**src/rtl/io_loader.sv**
```systemverilog
// Byte-stream memory loader: decodes a CMD/LEN header, assembles little-endian
// words and drives the I/O selector with a write address and one-cycle strobe.
module io_loader #(
  parameter int unsigned WIDTH      = 32,
  parameter int unsigned ADDR_WIDTH = 10
) (
  input  logic                  clk,
  input  logic                  rst_n,
  input  logic                  rx_valid,
  input  logic [7:0]            rx_data,
  output logic                  rx_ready,
  output logic                  selector,
  output logic [WIDTH-1:0]      data_in,
  output logic [ADDR_WIDTH-1:0] wr_addr,
  output logic                  wr_en,
  output logic                  busy,
  output logic                  done,
  output logic                  err
);

  localparam int unsigned CNT_W  = 16;
  localparam int unsigned LANE_W = 2;
  localparam logic [CNT_W:0] DEPTH = (CNT_W+1)'(1) << ADDR_WIDTH;

  typedef enum logic [2:0] {
    S_IDLE,
    S_LEN_LO,
    S_LEN_HI,
    S_DATA,
    S_WRITE,
    S_DONE
  } state_t;

  state_t              state;
  state_t              state_nxt;
  logic [CNT_W-1:0]    count;
  logic [LANE_W-1:0]   lane;
  logic                accept;
  logic                cmd_ok;
  logic [CNT_W-1:0]    len;
  logic                len_zero;
  logic                len_over;

  assign accept   = rx_valid && rx_ready;
  assign cmd_ok   = (rx_data == 8'hA0) || (rx_data == 8'hA1);
  // Full frame length as seen while the high byte is on the bus
  assign len      = {rx_data, count[7:0]};
  assign len_zero = (len == '0);
  assign len_over = {1'b0, len} > DEPTH;

  // State register
  always_ff @(posedge clk or negedge rst_n) begin
    if (!rst_n) state <= S_IDLE;
    else        state <= state_nxt;
  end

  // Next-state logic
  always_comb begin
    state_nxt = state;
    case (state)
      S_IDLE:   if (accept && cmd_ok) state_nxt = S_LEN_LO;
      S_LEN_LO: if (accept) state_nxt = S_LEN_HI;
      S_LEN_HI: begin
        if (accept) begin
          if (len_zero)      state_nxt = S_DONE;
          else if (len_over) state_nxt = S_IDLE;
          else               state_nxt = S_DATA;
        end
      end
      S_DATA:   if (accept && (lane == 2'd3)) state_nxt = S_WRITE;
      S_WRITE:  state_nxt = (count == CNT_W'(1)) ? S_DONE : S_DATA;
      S_DONE:   state_nxt = S_IDLE;
      default:  state_nxt = S_IDLE;
    endcase
  end

  // Byte acceptance is purely a function of state
  always_comb begin
    rx_ready = 1'b0;
    case (state)
      S_IDLE, S_LEN_LO, S_LEN_HI, S_DATA: rx_ready = 1'b1;
      default:                            rx_ready = 1'b0;
    endcase
  end

  // Registered datapath; strobes are decoded from the upcoming state
  always_ff @(posedge clk or negedge rst_n) begin
    if (!rst_n) begin
      selector <= 1'b0;
      data_in  <= '0;
      wr_addr  <= '0;
      wr_en    <= 1'b0;
      busy     <= 1'b0;
      done     <= 1'b0;
      err      <= 1'b0;
      count    <= '0;
      lane     <= '0;
    end else begin
      wr_en <= (state_nxt == S_WRITE);
      done  <= (state_nxt == S_DONE);
      busy  <= (state_nxt != S_IDLE);
      case (state)
        S_IDLE: begin
          if (accept) begin
            if (cmd_ok) begin
              selector <= rx_data[0];
              err      <= 1'b0;
            end else begin
              err <= 1'b1;
            end
          end
        end
        S_LEN_LO: if (accept) count[7:0] <= rx_data;
        S_LEN_HI: begin
          if (accept) begin
            count[15:8] <= rx_data;
            lane        <= '0;
            wr_addr     <= '0;
            if (!len_zero && len_over) err <= 1'b1;
          end
        end
        S_DATA: begin
          if (accept) begin
            data_in[{lane, 3'b000} +: 8] <= rx_data;
            lane                         <= LANE_W'(lane + 2'd1);
          end
        end
        S_WRITE: begin
          wr_addr <= ADDR_WIDTH'(wr_addr + ADDR_WIDTH'(1));
          count   <= CNT_W'(count - CNT_W'(1));
        end
        default: ;
      endcase
    end
  end

endmodule

```
**config.mk**
```make
export PLATFORM = sky130hd
export DESIGN_NAME = io_loader
export DESIGN_NICKNAME = d
export VERILOG_FILES = /design/src/rtl/io_loader.sv
export SDC_FILE = /design/constraint.sdc
export NUM_CORES = 1
export LEC_CHECK = 0
export CAP_MARGIN = 10
export CORE_MARGIN = 8
export CORE_UTILIZATION = 52
export DETAILED_ROUTE_END_ITERATION = 10
export PLACE_DENSITY_LB_ADDON = 0.2
export SLEW_MARGIN = 10
export SYNTH_ARGS = -nofsm -noshare
export SYNTH_HDL_FRONTEND = slang
export SYNTH_SLANG_ARGS = --single-unit
```
**constraint.sdc**
```tcl
create_clock -name clk -period 2.2 [get_ports clk]
set_input_delay 0.33 -clock clk [delete_from_list [all_inputs] [get_ports clk]]
set_output_delay 0.33 -clock clk [all_outputs]
set_load 0.005 [all_outputs]
```
==> run_results.csv, run 1 <==
group,metric,value,unit
detailed_routing,drcViolationCount,0,
detailed_routing,first_pass_iters,4,
die,total_die_area,9100,µm²
finish,final_net_count,453,
clocking,htree_levels,3,
sta,slew_headroom,58.1,%
detailed_routing,routedWlPerCell,16.7,µm
clocking,cts_post_setup_buffers_inserted,0,
detailed_routing,dr_wl_met3,563,µm
sta,fin_crit_sh,88.2,%
worst_setup_path,end_kind,"register",
sta,timing.final.setup_violations,0,
grt,grtUsageTotal,20.8,%
synthesis,asyncSetResetFlopFracSynth,100,%
die,core_area,6200,µm²
die,core.rowCount,29,
synthesis,synth.yosys.seq_area_share,51.9,%
worst_setup_path,timing.critical_path.from_type,"register",
worst_setup_path,critical_path_peak_fanout,11,
synthesis,ys.flop_type,"sky130_fd_sc_hd__dfrtp_1",
synthesis,ys.warnings.count,0,
pwr,p_per_area,998,nW/µm²
pwr,power.static_leakage,0.00187,µW
detailed_routing,dr_wl_met2,3970,µm
clocking,cts_hold_repair.buffers,1,
detailed_routing,drt_wl_total,8610,µm
sta,fmaxAchievable,515,MHz
detailed_routing,drt_first_iter_violations,155,
clocking,cts_tree,"built",
clocking,cts.reportedPaths.clkPinSlew,80,ps
sta,clock_skew,8.69,ps
finish,layout.cells.most_common_list,"93 x sky130_fd_sc_hd__nand2_1, 68 x sky130_fd_sc_hd__dfrtp_1, 57 x sky130_fd_sc_hd__clkdlybuf4s50_1, 49 x sky130_fd_sc_hd__o21ai_0",
clocking,clk_path_buf_depth,2,
clocking,ctsRootBufferMaster,"sky130_fd_sc_hd__clkbuf_8",
synthesis,synth_cell_types,49,
place,globalplace.congestion,0.844,
place,portBuffers,58,
finish,antennaDiodeCount,0,
worst_setup_path,criticalPathCategory,"reg2reg",
worst_setup_path,critical_path_required,2500,ps
pwr,worst_ir_drop_vdd,0.000678,V
finish,area_delta_synth_final,31.7,%
die,floorplan.initialDensity,52.8,%
place,place.detailed.hpwl,6170,µm
finish,layout.core_utilization,69.5,%
die,die_w,95.4,µm
grt,grt_antenna_before_repair,0,
die,die_height,95.4,µm
grt,grt_pass1_wl,14400,µm
job,max_cap_viol_count,0,
sta,maxSlewViolCount,0,
sta,tns,0,ps
clocking,post_cts_resize_count,0,
synthesis,synth-edff-count,0,
sta,final-hold-violation-count,0,
synthesis,synth_seq_cells,68,
detailed_routing,antenna_violating_nets_post_route,0,
outcome,run_status,"completed",
detailed_routing,highest_metal_layer_with_signal_wires,"met4",
synthesis,syn_area_per_cell,9.15,µm²
synthesis,syn-num-nets,378,
finish,final_layout_size_suffix_gt1_share,11.4,%
clocking,numCtsBuffers,9,
sta,grt_setup_unrepaired,"no",
worst_setup_path,cp.arrival,2240,ps
detailed_routing,post_drt_via_cell_ratio,5.59,
sta,min_period,1940,ps
grt,grt_start_max_net_pins,42,
grt,grt.overflow.total,0,
clocking,cts.sink_count,68,
synthesis,syn-cell-area,3280,µm²
finish,layout.cells.most_common,"sky130_fd_sc_hd__nand2_1",
detailed_routing,drt-met1-wl,3900,µm
die,io_pins,59,
detailed_routing,routed-via-count,2878,
clocking,clk-insertion-delay-late,360,ps
grt,first_global_vias,2929,
worst_hold_path,worstHoldPathType,"reg2reg",
sta,actual_slew_at_the_worst_max_slew_pin,628,ps
synthesis,postSynthCellCount,358,
synth_stat cells (2+ instances only):
| library cell | instances | share of area [%] |
|---|---|---|
| sky130_fd_sc_hd__and3_1 | 5 | 0.95 |
| sky130_fd_sc_hd__or4_1 | 2 | 0.46 |
| sky130_fd_sc_hd__or3_1 | 4 | 0.76 |
| sky130_fd_sc_hd__clkbuf_1 | 12 | 1.4 |
| sky130_fd_sc_hd__nor3b_1 | 5 | 1.1 |
| sky130_fd_sc_hd__nand4_1 | 4 | 0.76 |
| sky130_fd_sc_hd__nor2_1 | 20 | 2.3 |
| sky130_fd_sc_hd__a221o_1 | 2 | 0.61 |
| sky130_fd_sc_hd__a21oi_1 | 4 | 0.61 |
| sky130_fd_sc_hd__nand3_1 | 16 | 2.4 |
| sky130_fd_sc_hd__mux2_2 | 2 | 0.69 |
| sky130_fd_sc_hd__xnor2_1 | 2 | 0.53 |
| sky130_fd_sc_hd__buf_2 | 2 | 0.31 |
| sky130_fd_sc_hd__a31oi_1 | 2 | 0.38 |
| sky130_fd_sc_hd__buf_1 | 2 | 0.23 |
| sky130_fd_sc_hd__o211ai_1 | 9 | 2.1 |
| sky130_fd_sc_hd__dfrtp_1 | 68 | 52 |
| sky130_fd_sc_hd__and4b_1 | 3 | 0.92 |
| sky130_fd_sc_hd__o21ai_0 | 49 | 7.5 |
| sky130_fd_sc_hd__nand2_1 | 93 | 11 |
| sky130_fd_sc_hd__mux2i_1 | 3 | 0.92 |
| sky130_fd_sc_hd__inv_1 | 8 | 0.92 |
| sky130_fd_sc_hd__nor3_1 | 7 | 1.1 |
| sky130_fd_sc_hd__ha_1 | 9 | 3.4 |
state kept, by name (all words and copies together), names as in the netlist:
| name | cells |
|---|---|
| state | 3 |
| lane | 2 |
| err | 1 |
| count | 16 |
| done | 1 |
| selector | 1 |
| busy | 1 |
| data_in | 32 |
| wr_en | 1 |
| wr_addr | 10 |
worst max-delay path: stages (launching register included):
cell and delay, ps:
sky130_fd_sc_hd__dfrtp_1 490, sky130_fd_sc_hd__or3b_2 650, sky130_fd_sc_hd__nor3_4 310, sky130_fd_sc_hd__nand2_1 120
sky130_fd_sc_hd__o31a_1 250, sky130_fd_sc_hd__nand2_1 60
metrics by stage:
stage                     hold WS [ps]  std cells  area (µm²)  total power, µW  setup WS [ps]
after global routing               518        515        4310             4580            136
after floorplan                   34.4        358        3280             2450            390
after detailed placement           384        498        4060             3050           42.3
after global placement             380        498        4060             3000           88.3
final                              478        515        4310             4310            260
after CTS                          486        515        4310             4330            270
cells by family after synthesis:
logic type | share of synthesized area (%)
buffers and inverters | 2.83
xor gates and xnor gates | 0.535
muxes | 1.60
DFF | 51.9
AOI/OAI and AO/OA | 14.4
adders and majority gates | 3.44
and+or+nand+nor | 25.2
power breakdown:
group	total, µW	internal, µW	switching [µW]	leakage, µW
Combinational	1190	617	576	0.000855
Sequential	1840	1540	303	0.000891
Clock	1270	760	513	0.000124
Total	4310	2910	1390	0.00187
layer usage:
metal  track usage (%)  up-vias
met3              5.35       17
met5                 0        -
met1              26.7     1381
li1                  -     1409
met4              8.58        0
met2              32.7       71
cell type report:
cell class                      count  area, µm²
Clock buffer                        9        124
Clock inverter                      7        125
Fill cell                         488       1890
Inverter                            8       30.0
Multi-Input combinational cell    266       1480
Sequential cell                    68       1700
Tap cell                           77       96.3
Timing Repair Buffer               80        756
final timing paths:
| path | slack, ps | cells past startpoint | startpoint | to |
|---|---|---|---|---|
| worst max-delay path | 260 | 5 | state[1]$_DFF_PN0_ | count[11]$_DFFE_PN0P_ |
| min in group asynchronous | 520 | 2 | rst_n | data_in[8]$_DFFE_PN0P_ |
| worst max register to register | 260 | 5 | state[1]$_DFF_PN0_ | count[11]$_DFFE_PN0P_ |
| worst min register to register | 480 | 2 | data_in[9]$_DFFE_PN0P_ | data_in[9]$_DFFE_PN0P_ |
| max in group asynchronous | 1040 | 3 | rst_n | state[2]$_DFF_PN0_ |
| worst min-delay path | 480 | 2 | data_in[9]$_DFFE_PN0P_ | data_in[9]$_DFFE_PN0P_ |
Note: power is estimated with default switching activity, not from simulation.
==> run 2, diff against run 1 <==
--- a/config.mk
+++ b/config.mk
@@ -8,6 +8,7 @@
 export CAP_MARGIN = 10
 export CORE_MARGIN = 8
 export CORE_UTILIZATION = 52
+export CTS_CLUSTER_SIZE = 28
 export DETAILED_ROUTE_END_ITERATION = 10
 export PLACE_DENSITY_LB_ADDON = 0.2
 export SLEW_MARGIN = 10
==> results of run 2 <==
Final layout, timing and power as in run 1 (identical DEF).
==> run 3, diff against run 2 <==
--- a/config.mk
+++ b/config.mk
@@ -7,7 +7,8 @@
 export LEC_CHECK = 0
 export CAP_MARGIN = 10
 export CORE_MARGIN = 8
-export CORE_UTILIZATION = 52
+export CORE_UTILIZATION = 54
+export CTS_BUF_LIST = sky130_fd_sc_hd__clkbuf_4 sky130_fd_sc_hd__clkbuf_8
 export CTS_CLUSTER_SIZE = 28
 export DETAILED_ROUTE_END_ITERATION = 10
 export PLACE_DENSITY_LB_ADDON = 0.2
==> run_results.csv, run 3 (same netlist as run 1, synthesis figures left out) <==
group,metric,value,unit
outcome,run_status,"finished, violations left",
outcome,failed_checks,"hold timing",
detailed_routing,drt_wl_total,8770,µm
finish,final_net_count,454,
finish,largest-register,"data_in",
clocking,cts_tree,"built",
finish,area_delta_synth_final,31.7,%
detailed_routing,drt_first_iter_violations,232,
worst_hold_path,worstHoldPathType,"in2async",
pwr,p_per_area,997,nW/µm²
sta,minimum_hold_slack,-8.43,ps
sta,min_period,1990,ps
worst_setup_path,criticalPathCategory,"reg2reg",
clocking,clk-insertion-delay-late,350,ps
clocking,ctsRootBufferMaster,"sky130_fd_sc_hd__clkbuf_8",
sta,slew_headroom,68.1,%
die,core.rowCount,28,
clocking,htree_levels,3,
detailed_routing,first_pass_iters,4,
clocking,post_cts_resize_count,0,
die,die_w,93.9,µm
place,globalplace.congestion,0.879,
grt,grtUsageTotal,21.3,%
pwr,worst_ir_drop_vdd,0.000750,V
pwr,power_report.internal_total,2920,µW
detailed_routing,drcViolationCount,0,
worst_setup_path,end_kind,"register",
sta,final-hold-violation-count,13,
worst_setup_path,worstRegToRegCells,5,
die,floorplan.initialDensity,55.7,%
pwr,switching_share,32.2,%
sta,tns,0,ps
detailed_routing,antenna_violating_nets_post_route,0,
place,place.detailed.hpwl,6120,µm
detailed_routing,post_drt_via_cell_ratio,5.72,
die,io_pins,59,
detailed_routing,routed-via-count,2938,
sta,grt_setup_unrepaired,"no",
sta,maxSlewViolCount,0,
sta,clock_skew,7.38,ps
grt,grt_pass1_wl,14600,µm
grt,grt_start_max_net_pins,69,
pwr,p_clk_share,29.2,%
worst_setup_path,critical_path_required,2460,ps
sta,fin_crit_sh,90.6,%
finish,largest_register_ff_count,32,
die,total_die_area,8810,µm²
worst_setup_path,timing.critical_path.from_type,"register",
worst_setup_path,reg2reg_from,"state[0]$_DFF_PN0_",
clocking,cts.reportedPaths.clkPinSlew,80,ps
clocking,cts_post_setup_buffers_inserted,0,
clocking,cts.sink_count,68,
worst_setup_path,critical_register_to_register_path_endpoint,"count[10]$_DFFE_PN0P_",
finish,layout.cells.most_common_list,"93 x sky130_fd_sc_hd__nand2_1, 68 x sky130_fd_sc_hd__dfrtp_1, 57 x sky130_fd_sc_hd__clkdlybuf4s50_1, 49 x sky130_fd_sc_hd__o21ai_0, 22 x sky130_fd_sc_hd__buf_4",
finish,biggest_registers_after_layout,"data_in: 32 flops, count: 16 flops, wr_addr: 10 flops",
die,core_area,5890,µm²
finish,layout.core_utilization,73.3,%
sta,timing.final.setup_violations,0,
worst_setup_path,r2r_slack,210,ps
clocking,clk_path_buf_depth,2,
pwr,net-switching-power,1390,µW
grt,grt_antenna_before_repair,0,
detailed_routing,routedWlPerCell,17.1,µm
finish,final_layout_size_suffix_gt1_share,11.8,%
finish,layout.cells.most_common,"sky130_fd_sc_hd__nand2_1",
clocking,cts_hold_repair.buffers,0,
pwr,comb_power_share,28.0,%
place,portBuffers,58,
sta,actual_slew_at_the_worst_max_slew_pin,478,ps
finish,fillCellCount,426,
worst_setup_path,critical_path_peak_fanout,9,
finish,finish.cell_count_without_fillers,514,
grt,first_global_vias,2921,
worst_setup_path,cp.arrival,2250,ps
die,die_height,93.9,µm
sta,fmaxAchievable,502,MHz
finish,antennaDiodeCount,0,
pwr,sequentialPowerShare,42.8,%
place,dp.cells,498,
clocking,numCtsBuffers,9,
job,max_cap_viol_count,0,
grt,grt.overflow.total,0,
pwr,power.static_leakage,0.00187,µW
## run 3: cell count changes in the layout (fill, tap and decap cells not counted), sizes merged
cell,change
inv,+1
dlygate4sd3,-1
clkinvlp,+1
buf,+2
clkinv,-2
## run 3: area by class of cell
| cell class | instances | area, µm² | area share (%) |
|---|---|---|---|
| multi-input combinational | 266 | 1480 | 34.3 |
| timing repair buffer | 81 | 761 | 17.6 |
| sequential | 68 | 1700 | 39.4 |
| tap | 75 | 93.8 | 2.17 |
| clock buffer | 9 | 124 | 2.87 |
| clock inverter | 7 | 124 | 2.87 |
| inverter | 8 | 30.0 | 0.696 |
## run 3: worst max path at each step
stage / slack [ps] / endpoint / start / cells after the start
detailed placement: 90 / selector$_DFFE_PN0P_ / rx_data[6] / 5
floorplan: 390 / count[15]$_DFFE_PN0P_ / count[2]$_DFFE_PN0P_ / 5
global placement: 110 / selector$_DFFE_PN0P_ / rx_data[6] / 5
CTS: 220 / count[10]$_DFFE_PN0P_ / state[0]$_DFF_PN0_ / 5
finish: 210 / count[10]$_DFFE_PN0P_ / state[0]$_DFF_PN0_ / 5
global route: 60 / count[10]$_DFFE_PN0P_ / state[0]$_DFF_PN0_ / 5
## run 3: per-layer routing
layer | GRT usage (%) | vias to the layer above | part of all wire (%)
met4 | 10.4 | 0 | 2.1
li1 | - | 1413 | -
met1 | 25.9 | 1411 | 42
met3 | 4.00 | 15 | 7.6
met5 | 0 | - | 0
met2 | 35.3 | 99 | 48
## run 3: worst max-delay path: stages (launching register included)
cell	delay (ps)
sky130_fd_sc_hd__dfrtp_1	470
sky130_fd_sc_hd__nor3b_1	450
sky130_fd_sc_hd__buf_4	270
sky130_fd_sc_hd__nand3_1	170
sky130_fd_sc_hd__or4_1	450
sky130_fd_sc_hd__o211ai_1	100
## run 3: power groups by stage
stage	combinational [µW]	sequential [µW]	clock [µW]
floorplan	641	1800	0
detailed placement	1200	1850	0
global route	1340	1890	1330
global placement	1150	1840	0
finish	1210	1840	1250
CTS	1210	1830	1280
## run 3: through the flow
step | setup slack [ps] | hold slack, ps | total power, µW | cell area [µm²]
global route | 57.4 | 28.5 | 4570 | 4320
detailed placement | 91.4 | 373 | 3050 | 4070
finish | 207 | -8.43 | 4300 | 4320
CTS | 215 | 0.0777 | 4330 | 4320
floorplan | 390 | 34.4 | 2450 | 3280
global placement | 108 | 373 | 2990 | 4070
